===== config.mk =====
export PLATFORM = sky130hd
export DESIGN_NAME = reg_file_mp
export DESIGN_NICKNAME = d
export VERILOG_FILES = /design/src/rtl/reg_file_mp_pkg.sv /design/src/rtl/reg_file_cell.sv /design/src/rtl/reg_file_mp.sv
export SDC_FILE = /design/constraint.sdc
export NUM_CORES = 1
export LEC_CHECK = 0
export CAP_MARGIN = 20
export CORE_AREA = 5 5 216 218
export CTS_CLUSTER_SIZE = 28
export DETAILED_ROUTE_END_ITERATION = 8
export DIE_AREA = 0 0 221 223
export GPL_TIMING_DRIVEN = 0
export PLACE_DENSITY_LB_ADDON = 0.08
export SLEW_MARGIN = 10
export SYNTH_ARGS = -nofsm -noshare
export SYNTH_HDL_FRONTEND = slang
export SYNTH_SLANG_ARGS = --single-unit

===== constraint.sdc =====
create_clock -name clk -period 2.8 [get_ports clk]
set_clock_uncertainty 0.2 [all_clocks]
set_input_delay 0.42 -clock clk [delete_from_list [all_inputs] [get_ports clk]]
set_output_delay 0.42 -clock clk [all_outputs]
set_load 0.02 [all_outputs]

===== src/rtl/reg_file_mp_pkg.sv =====
// Shared defaults and helpers for the multi-port register file.
package reg_file_mp_pkg;

   localparam int DEF_DATA_W = 16;
   localparam int DEF_ADDR_W = 3;
   localparam int DEF_NUM_RD = 2;
   localparam int NUM_WR     = 2;

   // Number of words addressed by an address of the given width.
   function automatic int depth_of(input int addr_w);
      return 1 << addr_w;
   endfunction

endpackage


===== src/rtl/reg_file_cell.sv =====
// One register-file word: sync reset, two write enables, port 1 wins a collision.
module reg_file_cell
   import reg_file_mp_pkg::*;
#(
   parameter int DATA_W = DEF_DATA_W
) (
   input  logic              clk,
   input  logic              rst,
   input  logic              we0,
   input  logic              we1,
   input  logic [DATA_W-1:0] d0,
   input  logic [DATA_W-1:0] d1,
   output logic [DATA_W-1:0] q
);

   // Word storage; port 1 is checked first so it overrides port 0.
   always_ff @(posedge clk) begin
      if (rst)      q <= '0;
      else if (we1) q <= d1;
      else if (we0) q <= d0;
   end

endmodule


===== src/rtl/reg_file_mp.sv =====
// Multi-port register file: DEPTH words, NUM_RD registered read ports, 2 write ports,
// optional write-to-read bypass and optional hardwired-zero register 0.
module reg_file_mp
   import reg_file_mp_pkg::*;
#(
   parameter int DATA_W   = DEF_DATA_W,
   parameter int ADDR_W   = DEF_ADDR_W,
   parameter int NUM_RD   = DEF_NUM_RD,
   parameter int BYPASS   = 1,
   parameter int ZERO_REG = 0
) (
   input  logic                       clk,
   input  logic                       rst,
   input  logic [NUM_WR-1:0]          wr_en,
   input  logic [NUM_WR*ADDR_W-1:0]   wr_addr,
   input  logic [NUM_WR*DATA_W-1:0]   wr_data,
   input  logic [NUM_RD-1:0]          rd_en,
   input  logic [NUM_RD*ADDR_W-1:0]   rd_addr,
   output logic [NUM_RD*DATA_W-1:0]   rd_data,
   output logic [NUM_RD-1:0]          rd_valid
);

   localparam int DEPTH = depth_of(ADDR_W);

   logic [ADDR_W-1:0] wa0, wa1;
   logic [DATA_W-1:0] wd0, wd1;

   assign wa0 = wr_addr[0 +: ADDR_W];
   assign wa1 = wr_addr[ADDR_W +: ADDR_W];
   assign wd0 = wr_data[0 +: DATA_W];
   assign wd1 = wr_data[DATA_W +: DATA_W];

   logic [DEPTH-1:0][DATA_W-1:0] mem;

   // Word array; word 0 collapses to a constant when it is the zero register.
   for (genvar w = 0; w < DEPTH; w++) begin : g_word
      if (ZERO_REG != 0 && w == 0) begin : g_zero
         assign mem[w] = '0;
      end else begin : g_cell
         reg_file_cell #(.DATA_W(DATA_W)) u_cell (
            .clk (clk),
            .rst (rst),
            .we0 (wr_en[0] && (wa0 == ADDR_W'(w))),
            .we1 (wr_en[1] && (wa1 == ADDR_W'(w))),
            .d0  (wd0),
            .d1  (wd1),
            .q   (mem[w])
         );
      end
   end

   logic [NUM_RD-1:0][DATA_W-1:0] rd_val;

   // Per-port read mux with optional bypass of this cycle's winning write.
   for (genvar r = 0; r < NUM_RD; r++) begin : g_rd
      logic [ADDR_W-1:0] ra;
      assign ra = rd_addr[r*ADDR_W +: ADDR_W];

      always_comb begin
         rd_val[r] = mem[ra];
         if (BYPASS != 0) begin
            if (wr_en[0] && wa0 == ra) rd_val[r] = wd0;
            if (wr_en[1] && wa1 == ra) rd_val[r] = wd1;
         end
         // Zero register stays zero even when a bypassed write targets it.
         if (ZERO_REG != 0 && ra == '0) rd_val[r] = '0;
      end
   end

   // Output registers: disabled ports hold data and drop valid.
   always_ff @(posedge clk) begin
      if (rst) begin
         rd_data  <= '0;
         rd_valid <= '0;
      end else begin
         for (int r = 0; r < NUM_RD; r++) begin
            rd_valid[r] <= rd_en[r];
            if (rd_en[r]) rd_data[r*DATA_W +: DATA_W] <= rd_val[r];
         end
      end
   end

endmodule


==> run metrics, run 1 <==
Post-DP Area=around 11000 um2; Worst Hold Path EP=g_word[3].g_cell.u_cell.q[10]; # rows=78; nets=between 1000 and 1500; hold_sp=wr_data[10]; RSZ-0062 raised after global routing=false; mux cell area share after synthesis=0.352; Int Power=0.00432 W; CTS tree=done; Reg2Reg Launch Point=g_word[5].g_cell.u_cell.q[5]; Core Footprint=44700 um2; XOR/XNOR Fraction of Synth Area=0.0105; power per cell area=518 nW/um2; die area=49300 um2; mapped cell area=10000 um2; crit end category=flip-flop; Synth Area in Adders=0; register area share after synthesis=0.323; # diodes=0; Worst path slowest cell=clkdlybuf4s50_1; Worst path max stage delay=610 ps; Clock H-tree levels=4; CTS buffer count=17; pin count of the biggest net entering global routing=17; status=finished, final reports clean; max-cap violations=0; clk sinks=162; Fin. Hold Viols=0; sequential power share=0.412; #FFs+latches synth=162; Clock Latency Late Sink=450 ps; Remaining DRCs=0; distinct cell type count after synthesis=29; syn_area_per_cell=around 10 um2; P&R area growth vs syn=17.1%; Tmin final=2240 ps; routed vias=8155; FF-to-FF path depth=4; post-CTS setup buffers=0; Setup TNS=0 ps; GP Congestion=0.752; CTS Buffer Depth=2; most frequent CP cell=clkbuf_1; Net Count, Synth=1027; Top-Level Pins=84; Leak=4.57 nW; largest family of logic cells by synthesized area=multiplexers; Critical Path RT=between 2000 and 3000 ps; HP Class=input pin to flip-flop; global-route wire length before repair=60300 um; Buffers on Ports=36; WL per Instance=25.0 um; Slew Viols, Final=0; most frequent cells in the layout=dfxtp_1 (162), mux2i_1 (160), a211oi_1 (160); initial antenna violation count=1; Hold Crit Depth=3; CP Data Arrival Time=around 2400 ps; compound-cell area share of the yosys netlist=0.155; Via density=4.96; Cells after Synth=between 900 and 1000; Post-Synth Simple-Gate Area=0.0897; post-layout instance area=roughly 12000 um2; Ys Warns=0; WS Path Type=input pin to flip-flop; worst path cell trace=clkdlybuf4s50_1 -> clkbuf_1 -> clkbuf_1 -> o22ai_1 -> a211oi_1; Die H=223 um; Detailed Route WL=41100 um; vias in the first global route=8086; Comb power frac=0.171; NetSw=between 0.0015 and 0.002 W; drt initial violations=about 570; Worst R2R End=rd_data[5]; Worst R2R Setup Slack=850 ps; hold bufs inserted after CTS=0; Final ANT Viol Nets=0; register clock-pin slew on the reported worst setup and hold paths=around 70 ps; Synth top area share=0.323; crit path max fanout=10; share of cells above drive strength 1=0.143; Starting Density=0.225; switch share=0.291; fmax=around 450 MHz; Peak VDD IR=between 0.4 and 0.5 mV; post-synth top area cell=dfxtp_1; quantity of gates resized following cts=0; Fillers=4822; DRT Pass-1 Iters=5; Final setup viols=0; GRT Util Overall=0.165; grt total ovfl=0; Die W=~220 um; power share of the clock group=0.417; Worst-Margin Slew=967 ps; critical path launch point type=input pin; CTS root buffer=clkbuf_16; commonest non-fill, non-tap cell in the layout=dfxtp_1; synth top area cells=dfxtp_1 (32%), mux2i_1 (16%), a211oi_1 (12%); part of the cycle the worst path needs=0.800; Max-slew headroom=0.355; post-DP HPWL=about 32000 um
-- how the worst max path moves through the flow --
stage	startpoint	endpoint	cells past startpoint
floorplan	rd_addr[5]	rd_data[19]	6
global placement	rd_en[1]	rd_data[25]	5
detailed placement	rd_en[1]	rd_data[24]	5
CTS	rd_en[1]	rd_data[24]	5
global route	rd_en[1]	rd_data[26]	5
finish	rd_en[1]	rd_data[24]	5
-- flip-flops by register name, summed over array words and instances (netlist names) --
| name | cells |
|---|---|
| rd_valid | 2 |
| g_word.g_cell.u_cell.q | 128 |
| rd_data | 32 |
-- per-layer routing --
metal / global-route usage / vias to the layer above / routed length [um]
li1: - / 3826 / -
met1: 0.228 / 4125 / 19700
met2: 0.271 / 176 / 19500
met3: 0.0247 / 28 / 1350
met4: 0.0414 / 0 / 545
met5: 0 / - / 0
-- power groups by stage --
stage	Sequential [W]	Combinational [W]	Clock [W]
after CTS	0.00251	0.00105	0.00260
after floorplan	0.00256	0.000671	0
final	0.00251	0.00104	0.00254
after global routing	0.00253	0.00112	0.00268
after global placement	0.00256	0.00104	0
after detailed placement	0.00256	0.00104	0
-- area by class of cell --
type / instances / area (um2) / share of cell area
Buffer: 131 / 691 / 0.0587
Clock buffer: 21 / 470 / 0.0400
Clock inverter: 10 / 133 / 0.0113
Inverter: 2 / 7.51 / 0.000638
Multi-Input combinational cell: 682 / 6110 / 0.519
Sequential cell: 162 / 3240 / 0.276
Tap cell: 600 / 751 / 0.0638
Timing Repair Buffer: 36 / 360 / 0.0306
-- metrics by stage --
step	instances	worst slack (ps)	power, W	hold slack (ps)	util
floorplan	977	793	0.00323	328	-
global placement	1613	69.4	0.00360	353	0.250
detailed placement	1613	59.5	0.00361	361	0.250
CTS	1644	540	0.00616	207	0.263
global route	1644	412	0.00633	242	0.263
finish	1644	560	0.00609	235	0.263
-- worst max-delay path, delay by kind of cell --
kind / cells / cell delay (ps)
AO/OA/AOI/OAI: 2 / 410
buffers and inverters: 3 / 1550
-- cells by family after synthesis --
logic type	after synthesis
compound gates	224
xor+xnor	12
buf+inv	133
flops	162
mux	256
simple gates	190
-- synth_stat cells (all sizes together) --
cell and instances:
dfxtp 162, a211oi 160, mux2i 160, nor2 131, buf 71, mux4 64
clkbuf 59, nand2b 33, a21oi 32, mux2 32, o22ai 32, xnor2 12
nand4 6, nand2 4, nand3 4, nand4b 3, nor2b 3, and4 2
clkinv 2, nor3 2, nor3b 2, dlygate4sd1 1
(Power assumes the default switching activity.)
==> run 2: changes to the inputs <==
clock period = 2.2 ns   (was 2.8 ns; I/O delays follow)
==> run 2 against run 1 <==
Utilization barely moved. Combinational power up 28%. Largest power group unchanged. Design area barely moved. Register-to-register slack worse by 600 ps. Critical endpoint is now rd_data[3]. Total power grew 27%. Critical path type unchanged.
==> run metrics, run 2 (synthesis results as in run 1) <==
# diodes=0 (unchanged); Die H=223 um (unchanged); Buffers on Ports=36 (unchanged); RSZ-0062 raised after global routing=false; grt met2 use=0.271 (unchanged); number of flip-flops in the largest register=128 (unchanged); Remaining DRCs=0 (unchanged); post-CTS setup buffers=0 (unchanged); nets=1082 (unchanged); commonest non-fill, non-tap cell in the layout=dfxtp_1; vias in the first global route=8086 (unchanged); GR Util met3=0.0247 (unchanged); NetSw=0.00225 W (+27%); status=finished, final reports clean; CP Data Arrival Time=2220 ps (-170 ps); max-cap violations=0 (unchanged); Tmin final=approximately 2100 ps; largest registers=g_word.g_cell.u_cell.q: 128 flops, rd_data: 32 flops, rd_valid: 2 flops; Starting Density=0.225 (unchanged); most frequent CP cell=buf_4; WHS=145 ps (-90.0 ps); FF/Latch Area=3240 um2 (unchanged); share of cells above drive strength 1=0.145 (+0.00192); WL per Instance=25.0 um (about the same); Peak VDD IR=0.510 mV (+27%); global-route wire length before repair=60300 um (unchanged); DRT Pass-1 Iters=5 (unchanged); Leak=4.58 nW (+0.13%); clk sinks=162 (unchanged); power per cell area=659 nW/um2 (+27%); Worst path slowest cell=mux4_1; Clock H-tree levels=4 (unchanged); Max-slew headroom=0.362 (+0.00673); CTS buffer count=17 (unchanged); Setup TNS=0 ps (unchanged); CTS Buffer Depth=2 (unchanged); fmax=474 MHz; drt initial violations=572 (+0.18%); Core Footprint=44700 um2 (unchanged); CTS tree=done; register clock-pin slew on the reported worst setup and hold paths=70 ps (about the same); crit end category=flip-flop; setup ws final=88.4 ps (-471 ps); Final ANT Viol Nets=0 (unchanged); quantity of gates resized following cts=0 (unchanged); Die W=221 um (unchanged); Worst path max stage delay=440 ps (-170 ps); Clock Latency Late Sink=450 ps (about the same); post-layout instance area=11800 um2 (about the same); GRT Max-Usage Layer=met2; HP Class=input pin to flip-flop; Post-DP Area=11200 um2 (unchanged); Power, Total=0.00775 W (+27%); power share of the clock group=0.417 (about the same); Via density=4.96 (about the same); Largest Register=g_word.g_cell.u_cell.q; Critical Path RT=2310 ps (-640 ps); Int Power=0.00550 W (+27%); die area=49300 um2 (unchanged); Final setup viols=0 (unchanged); hold bufs inserted after CTS=0 (unchanged); routed vias=8160 (+0.061%); # rows=78 (unchanged); grt met1 use=0.228 (unchanged); switch share=0.291 (about the same); WS Path Type=input pin to flip-flop; Place WS=-451 ps (-510 ps); Detailed Route WL=41100 um (about the same); CTS root buffer=clkbuf_16; Fillers=4822 (unchanged); Top-Level Pins=84 (unchanged); crit path max fanout=10 (unchanged); CP Buf/Inv Count=3 (unchanged); Worst-Margin Slew=957 ps (-10.1 ps); Fin. Hold Viols=0 (unchanged); critical path launch point type=input pin; GRT Util Overall=0.165 (unchanged); initial antenna violation count=1 (unchanged); most frequent cells in the layout=dfxtp_1 (162), mux2i_1 (160), a211oi_1 (160); sequential power share=0.412 (about the same); CP top delay family=multiplexers; post-DP HPWL=31700 um (unchanged); grt total ovfl=0 (unchanged); part of the cycle the worst path needs=0.960; pin count of the biggest net entering global routing=17 (unchanged); worst path cell trace=buf_4 -> buf_4 -> buf_4 -> mux4_1 -> mux2_2 -> mux2i_1 -> a211oi_1; P&R area growth vs syn=17.1% (about the same); multi-input logic area=6110 um2 (unchanged); GP Congestion=0.752 (unchanged); Slew Viols, Final=0 (unchanged); Comb power frac=0.171 (about the same)
-- run 2: cell types whose count changed in the layout (fill, tap and decap cells not counted) --
cell      previous run  this run
clkbuf_2             2         4
clkbuf_1            58        56
-- run 2: final timing paths --
kind                           startpoint                       endpoint  slack, ps  depth (start not counted)
max                            rd_addr[1]                     rd_data[3]         90                          7
min                           wr_data[10]  g_word[3].g_cell.u_cell.q[10]        140                          3
max reg2reg  g_word[5].g_cell.u_cell.q[5]                     rd_data[5]        250                          4
min reg2reg                   rd_data[31]                    rd_data[31]        370                          2
-- run 2: power by group through the flow --
stage | Clock [W] | Sequential [W] | Combinational, W
after CTS | 0.00331 | 0.00319 | 0.00134
after floorplan | 0 | 0.00326 | 0.000854
after detailed placement | 0 | 0.00326 | 0.00133
final | 0.00323 | 0.00320 | 0.00133
after global placement | 0 | 0.00326 | 0.00132
after global routing | 0.00342 | 0.00322 | 0.00143
-- run 2: cell type report --
type | count | share of cell area
Tap cell | 600 | 0.0638
Clock buffer | 21 | 0.0400
Sequential cell | 162 | 0.276
Multi-Input combinational cell | 682 | 0.519
Clock inverter | 10 | 0.0113
Inverter | 2 | 0.000638
Buffer | 131 | 0.0589
Timing Repair Buffer | 36 | 0.0306
-- run 2: per-stage QoR --
step	utilization	cells
after floorplan	-	977
after global routing	0.263	1644
final	0.263	1644
after CTS	0.263	1644
after detailed placement	0.250	1613
after global placement	0.250	1613
-- run 2: layer usage --
metal | up-vias | part of all wire
met2 | 178 | 0.47
met3 | 28 | 0.033
met5 | - | 0
met1 | 4127 | 0.48
li1 | 3827 | -
met4 | 0 | 0.013
-- run 2: tightest hold or removal path, stage by stage --
cell and delay, ps:
buf_2 180, mux2i_1 150, a211oi_1 80
